File: config.mk
export PLATFORM = sky130hd
export DESIGN_NAME = rf68000_ring_sched
export DESIGN_NICKNAME = d
export VERILOG_FILES = /design/src/rtl/nic_pkg.sv /design/src/rtl/rf68000_rr_arb.sv /design/src/rtl/rf68000_ring_sched.sv
export SDC_FILE = /design/constraint.sdc
export NUM_CORES = 1
export LEC_CHECK = 0
export BUFFER_PORTS_ARGS = -buffer_cell sky130_fd_sc_hd__buf_2
export CAP_MARGIN = 20
export CORE_UTILIZATION = 47
export CTS_BUF_LIST = sky130_fd_sc_hd__clkbuf_2
export DETAILED_ROUTE_END_ITERATION = 10
export GPL_TIMING_DRIVEN = 0
export HOLD_SLACK_MARGIN = 0.1
export PLACE_DENSITY = 0.9
export RECOVER_POWER = 50
export SYNTH_ARGS = -nofsm -noshare
export SYNTH_HDL_FRONTEND = slang
export SYNTH_HIERARCHICAL = 1
export SYNTH_SLANG_ARGS = --single-unit
File: constraint.sdc
create_clock -name clk_i -period 3.7 [get_ports clk_i]
set_input_delay 0.925 -clock clk_i [delete_from_list [all_inputs] [get_ports clk_i]]
set_output_delay 0.925 -clock clk_i [all_outputs]
set_load 0.005 [all_outputs]
File: src/rtl/nic_pkg.sv
// Shared rf68000 ring packet definitions.
//  packet_t        : one ring slot (sid/did/age/data)
//  AGE_MAX_DEFAULT : default scrub threshold for ring schedulers
//  pkt_empty()     : empty-slot test, shared with rf68000_nic
package nic_pkg;

  typedef struct packed {
    logic [5:0]  sid;
    logic [5:0]  did;
    logic [5:0]  age;
    logic [15:0] data;
  } packet_t;

  localparam logic [5:0] AGE_MAX_DEFAULT = 6'd48;
  localparam logic [5:0] DID_BCAST       = 6'd63;

  // A slot is free when it carries neither source nor destination id.
  function automatic logic pkt_empty(input packet_t p);
    return (p.sid | p.did) == 6'd0;
  endfunction

endpackage

File: src/rtl/rf68000_rr_arb.sv
// Combinational round-robin arbiter.
//  req  : request vector
//  ptr  : highest-priority index this cycle
//  en   : grant enable
//  gnt  : one-hot grant
//  idx  : winner index
//  any  : a grant is issued
module rf68000_rr_arb #(
  parameter int NREQ = 4,
  localparam int PW  = (NREQ > 1) ? $clog2(NREQ) : 1
) (
  input  logic [NREQ-1:0] req,
  input  logic [PW-1:0]   ptr,
  input  logic            en,
  output logic [NREQ-1:0] gnt,
  output logic [PW-1:0]   idx,
  output logic            any
);

  // Walk from ptr upward with wrap; one extra bit holds ptr+i before wrap.
  always_comb begin
    logic [PW:0] s;
    gnt = '0;
    idx = '0;
    any = 1'b0;
    s   = '0;
    for (int i = 0; i < NREQ; i++) begin
      s = {1'b0, ptr} + (PW+1)'(i);
      if (s >= (PW+1)'(NREQ)) s = s - (PW+1)'(NREQ);
      if (en && !any && req[s[PW-1:0]]) begin
        any            = 1'b1;
        idx            = s[PW-1:0];
        gnt[s[PW-1:0]] = 1'b1;
      end
    end
  end

endmodule

File: src/rtl/rf68000_ring_sched.sv
// Ring injection scheduler for one rf68000 ring node.
//  clk_i/rst_ni : clock, async active-low reset
//  en_i         : grant enable (does not abort a pending injection)
//  req_i/req_pkt_i/gnt_o : local requesters, round-robin, one-cycle grant
//  packet_i/packet_o     : ring in / registered ring out
//  busy_o       : transmit buffer holds a packet
//  drop_o/drop_cnt_o     : scrub pulse / saturating scrub count
//  timeout_o    : pulse when a latched packet has waited TIMEOUT cycles
module rf68000_ring_sched
  import nic_pkg::*;
#(
  parameter int         NREQ    = 4,
  parameter logic [5:0] MAX_AGE = AGE_MAX_DEFAULT,
  parameter logic [15:0] TIMEOUT = 16'd1024
) (
  input  logic                 clk_i,
  input  logic                 rst_ni,
  input  logic                 en_i,
  input  logic [NREQ-1:0]      req_i,
  input  packet_t [NREQ-1:0]   req_pkt_i,
  output logic [NREQ-1:0]      gnt_o,
  input  packet_t              packet_i,
  output packet_t              packet_o,
  output logic                 busy_o,
  output logic                 drop_o,
  output logic [15:0]          drop_cnt_o,
  output logic                 timeout_o
);

  localparam int PW = (NREQ > 1) ? $clog2(NREQ) : 1;

  typedef enum logic {ST_IDLE, ST_HOLD} state_t;

  state_t          state;
  packet_t         txbuf;
  logic [PW-1:0]   rr_ptr;
  logic [15:0]     wait_cnt;

  logic [NREQ-1:0] arb_gnt;
  logic [PW-1:0]   arb_idx;
  logic            arb_any;

  rf68000_rr_arb #(.NREQ(NREQ)) u_arb (
    .req (req_i),
    .ptr (rr_ptr),
    .en  (en_i && state == ST_IDLE),
    .gnt (arb_gnt),
    .idx (arb_idx),
    .any (arb_any)
  );

  logic    slot_empty, scrub, slot_free;
  packet_t fwd_pkt, pick_pkt;

  always_comb begin
    slot_empty = pkt_empty(packet_i);
    scrub      = !slot_empty && (packet_i.age >= MAX_AGE);
    // A scrubbed slot is as good as an empty one for injection.
    slot_free  = slot_empty || scrub;

    fwd_pkt = packet_i;
    if (scrub)
      fwd_pkt = '0;
    else if (!slot_empty && packet_i.age != 6'd63)
      fwd_pkt.age = packet_i.age + 6'd1;

    // Broadcasts keep the offered age so their ring lifetime is bounded
    // from the originator, not restarted here.
    pick_pkt = req_pkt_i[arb_idx];
    if (pick_pkt.did != DID_BCAST) pick_pkt.age = 6'd0;
  end

  always_ff @(posedge clk_i or negedge rst_ni) begin
    if (!rst_ni) begin
      state      <= ST_IDLE;
      txbuf      <= '0;
      rr_ptr     <= '0;
      wait_cnt   <= '0;
      packet_o   <= '0;
      gnt_o      <= '0;
      busy_o     <= 1'b0;
      drop_o     <= 1'b0;
      drop_cnt_o <= '0;
      timeout_o  <= 1'b0;
    end else begin
      packet_o  <= fwd_pkt;
      gnt_o     <= '0;
      drop_o    <= scrub;
      timeout_o <= 1'b0;
      if (scrub && drop_cnt_o != 16'hFFFF) drop_cnt_o <= drop_cnt_o + 16'd1;

      case (state)
        ST_IDLE: begin
          // Latch only; injection waits for a later free slot.
          if (arb_any) begin
            txbuf    <= pick_pkt;
            gnt_o    <= arb_gnt;
            rr_ptr   <= (arb_idx == PW'(NREQ-1)) ? '0 : arb_idx + PW'(1);
            wait_cnt <= '0;
            busy_o   <= 1'b1;
            state    <= ST_HOLD;
          end
        end
        ST_HOLD: begin
          if (slot_free) begin
            packet_o <= txbuf;
            txbuf    <= '0;
            busy_o   <= 1'b0;
            state    <= ST_IDLE;
          end else if (wait_cnt != 16'hFFFF) begin
            wait_cnt <= wait_cnt + 16'd1;
            if (wait_cnt + 16'd1 == TIMEOUT) timeout_o <= 1'b1;
          end
        end
        default: state <= ST_IDLE;
      endcase
    end
  end

endmodule

==> metrics.md <==
| Metric | Value |
|---|---|
| Switching power | `0.00174 W` |
| CTS Sinks | `110` |
| Endpoints failing setup | `0` |
| Max_slew headroom | `-98.2%` |
| DR vias | `5,837` |
| NumNets Final | `1,055` |
| FF+latch count, synth | `110` |
| Std-Cell Rows | `42` |
| Largest net degree at the start of global routing | `57` |
| Unique masters post-synth | `59` |
| Comb power frac | `between 40% and 50%` |
| Clk pwr share | `between 10% and 20%` |
| Mapped Nets | `800` |
| Routed len/inst | `16.8 um` |
| Antenna diodes | `0` |
| WP buf/inv | `6` |
| Status | `finished with violations` |
| Overflow after GRT | `0` |
| Layout cells sized above 1 | `a little under two fifths` |
| Setup crit end kind | `register` |
| Worst stage delay on the critical path | `between 0.6 and 0.7 ns` |
| Root buffer cell | `clkbuf_2` |
| DRC violations left | `0` |
| Cts hold-fix bufs | `0` |
| Crit path max fanout | `9` |
| Commonest non-fill, non-tap cell in the layout | `buf_2` |
| FFs w/ async S/R, synth | `100%` |
| Worst-Margin Slew | `2.97 ns` |
| Max Slew Vio Count | `55` |
| Max VDD drop | `about 0.00034 V` |
| Total wire length | `about 18,000 um` |
| FF-to-FF setup slack | `0.17 ns` |
| Post-Syn Area | `6350 um^2` |
| CP Class | `reg -> reg` |
| Leakage | `around 3.8 nW` |
| Tcrit/Tclk final | `between 90% and 100%` |
| DIE WIDTH | `roughly 120 um` |
| YS warnings | `6` |
| Switch share | `between 30% and 40%` |
| Syn_area_per_cell | `just over 10 um^2` |
| Sequential element share of the synthesized area | `between 40% and 50%` |
| Setup skew after layout | `between 0.03 and 0.04 ns` |
| Clock Pin Slew Worst Setup and Hold Paths | `about 0.32 ns` |
| Post-layout min period | `between 3 and 4 ns` |
| Fmax | `0.284 GHz` |
| Critical Path AT | `between 4 and 5 ns` |
| Pwr Density | `about 550 nW/um^2` |
| Max_cap viols | `1` |
| Hold crit path type | `in -> reg` |
| Hold Slack | `a little under 0.5 ns` |
| Initial Util | `~48%` |
| Final HPWL DP | `13,700 um` |
| Fillers | `approximately 1,100` |
| CTS tree | `yes` |
| Type of element launching the critical path | `register` |
| Hold Crit Start | `packet_i[1]` |
| Gp weighted congestion | `0.895` |
| Ports | `~230` |
| CP top delay family | `multiplexers` |
| CTS Buf Count | `9` |
| Worst Path Required | `4.20 ns` |
| I/O Buffers | `approximately 230` |
| Drt first pass iters | `5` |
| CP dominant cell by count | `buf_4` |
| Commonest non-fill, non-tap cells in the layout | `227 x buf_2, 120 x nand2_1, 108 x dfrtp_1, 44 x o21ai_1, 37 x mux4_2` |
| Clock Latency Late Sink | `~0.6 ns` |
| Top FF cell, synth | `dfrtp_1` |
| Pint | `~0.0026 W` |
| Growth of design area from synthesis to finish | `25.5%` |
| CTS H-tree depth | `3` |
| CP max stage cell | `mux4_1` |
| Total GRT Usage | `between 20% and 30%` |
| Hold Vio Cnt, Final | `0` |
| Clock Tree Buf Depth | `2` |
| Reg-to-Reg Start | `rr_ptr[0]$_DFFE_PN0P_` |
| Post-synth EDFFs | `0` |
| First-pass GRT wire length | `28,000 um` |
| Reg power frac | `around two fifths` |
| Routed Antenna Nets | `0` |
| Cell Chain, Critical Path | `buf_6 -> inv_1 -> ha_1 -> clkbuf_4 -> mux4_1 -> a21oi_1 -> o22ai_1 -> buf_4 -> buf_4 -> mux4_2 -> and3_1 -> nand4_1 -> buf_4 -> o2bb2ai_1` |
| Die H | `118 um` |
| Die area | `14,000 um^2` |
| Violated checks | `max-capacitance violations, max-slew violations` |
| Crit path from | `rr_ptr[0]$_DFFE_PN0P_` |
| Vias per cell | `about 5.6` |
| Core area | `between 10,000 and 15,000 um^2` |
| Initial DRC Count | `440` |
| Cell count after synthesis | `approximately 610` |
| Final Power | `~0.0044 W` |
| Vias in the first global route | `roughly 5,500` |
| Initial antenna violation count | `0` |
## worst min-delay path, stage by stage
cell	delay (ns)
buf_2	0.09
nand2_1	0.05
o21ai_1	0.05
## metrics by stage
| step | area, um^2 | std cells | setup TNS [ns] | setup WS (ns) | utilization (%) |
|---|---|---|---|---|---|
| finish | 7970 | 1046 | 0 | 0.173 | 60.4 |
| global route | 7970 | 1046 | -0.000590 | -0.000590 | 60.4 |
| CTS | 7900 | 1036 | 0 | 0.0197 | 59.9 |
| detailed placement | 7760 | 1021 | -19.06 | -0.943 | 58.9 |
| global placement | 7730 | 1020 | -17.24 | -0.881 | 58.6 |
| floorplan | 6350 | 611 | 0 | 0.00702 | - |
## cells in the mapped netlist, types with 2 or more instances
library cell	instances	area share [%]
xnor2_1	12	1.7
mux2i_1	8	1.3
inv_1	17	1.0
nor2b_1	3	0.30
buf_6	6	1.1
ha_1	12	2.4
and3_1	4	0.39
a21oi_1	6	0.47
nand4_1	14	1.4
nand3_1	22	1.7
nor4_1	6	0.59
and2_1	9	0.89
xor2_1	18	2.5
a22o_1	25	3.5
a211oi_1	3	0.35
o2bb2ai_1	11	1.5
nand2_1	120	7.1
mux4_1	2	0.83
nor4b_1	2	0.28
buf_2	10	0.79
a31oi_1	2	0.20
buf_1	5	0.30
clkbuf_1	18	1.1
o211ai_1	3	0.35
o22ai_1	3	0.30
buf_4	2	0.24
o31ai_4	2	0.67
or4_1	2	0.24
or2_2	2	0.20
or4_4	2	0.35
nor3_1	9	0.71
mux4_2	36	13
and4_1	3	0.41
dfrtp_1	110	43
o21ai_0	8	0.63
nor2_1	24	1.4
o21ai_1	44	3.5
a21o_1	2	0.24
a221o_1	2	0.32
o311ai_1	2	0.28
nor3b_1	2	0.24
## worst paths after layout
path / end / cells past startpoint
max: txbuf[18]$_DFFE_PN0P_ / 14
min: packet_o[1]$_DFF_PN0_ / 3
max reg2reg: txbuf[18]$_DFFE_PN0P_ / 14
min reg2reg: drop_cnt_o[15]$_DFFE_PN0P_ / 1
max in group asynchronous: txbuf[29]$_DFFE_PN0P_ / 1
min in group asynchronous: drop_cnt_o[12]$_DFFE_PN0P_ / 1
## timing repair
| action | in CTS | in global routing |
|---|---|---|
| pin swaps | 0 | 1 |
| buffers inserted | 0 | 10 |
| endpoints found under the setup margin | 28 | 33 |
| resized for setup | 15 | 13 |
## final cells by class
type / instances / area [um^2] / area share [%]
clock buffer: 10 / 50.0 / 0.628
sequential: 110 / 2760 / 34.6
inverter: 18 / 67.6 / 0.848
clock inverter: 5 / 58.8 / 0.738
buffer: 42 / 264 / 3.31
timing repair buffer: 244 / 1250 / 15.7
tap: 176 / 220 / 2.76
multi-input combinational: 441 / 3300 / 41.4
## logic make-up after synthesis
group	after synthesis	synth area share, %
and+or+nand+nor	228	16.7
AOI/OAI and AO/OA	123	13.6
adders and majority gates	12	2.37
buffers and inverters	60	4.59
muxes	48	15.2
DFF	110	43.4
xor gates and xnor gates	30	4.14
## metal layers
| layer | global-route usage, % | vias up | share of wire, % |
|---|---|---|---|
| li1 | - | 2729 | - |
| met1 | 35.1 | 2831 | 43 |
| met2 | 42.3 | 251 | 49 |
| met3 | 2.46 | 26 | 6.0 |
| met4 | 9.54 | 0 | 2.1 |
| met5 | 0 | - | 0 |
## state kept, by name, summed over array words and instances, names as in the netlist
name and count:
wait_cnt 16, drop_o 1, state 1, rr_ptr 2, drop_cnt_o 16, packet_o 34
busy_o 1, timeout_o 1, gnt_o 4, txbuf 34
## power by group through the flow
stage               combinational (W)  clock [W]  sequential (W)
floorplan                     0.00141          0         0.00164
detailed placement            0.00201          0         0.00169
finish                        0.00214   0.000567         0.00168
global placement              0.00194          0         0.00168
CTS                           0.00205   0.000568         0.00167
global route                  0.00236   0.000612         0.00171
No activity file was read; power rests on OpenSTA's default activity.
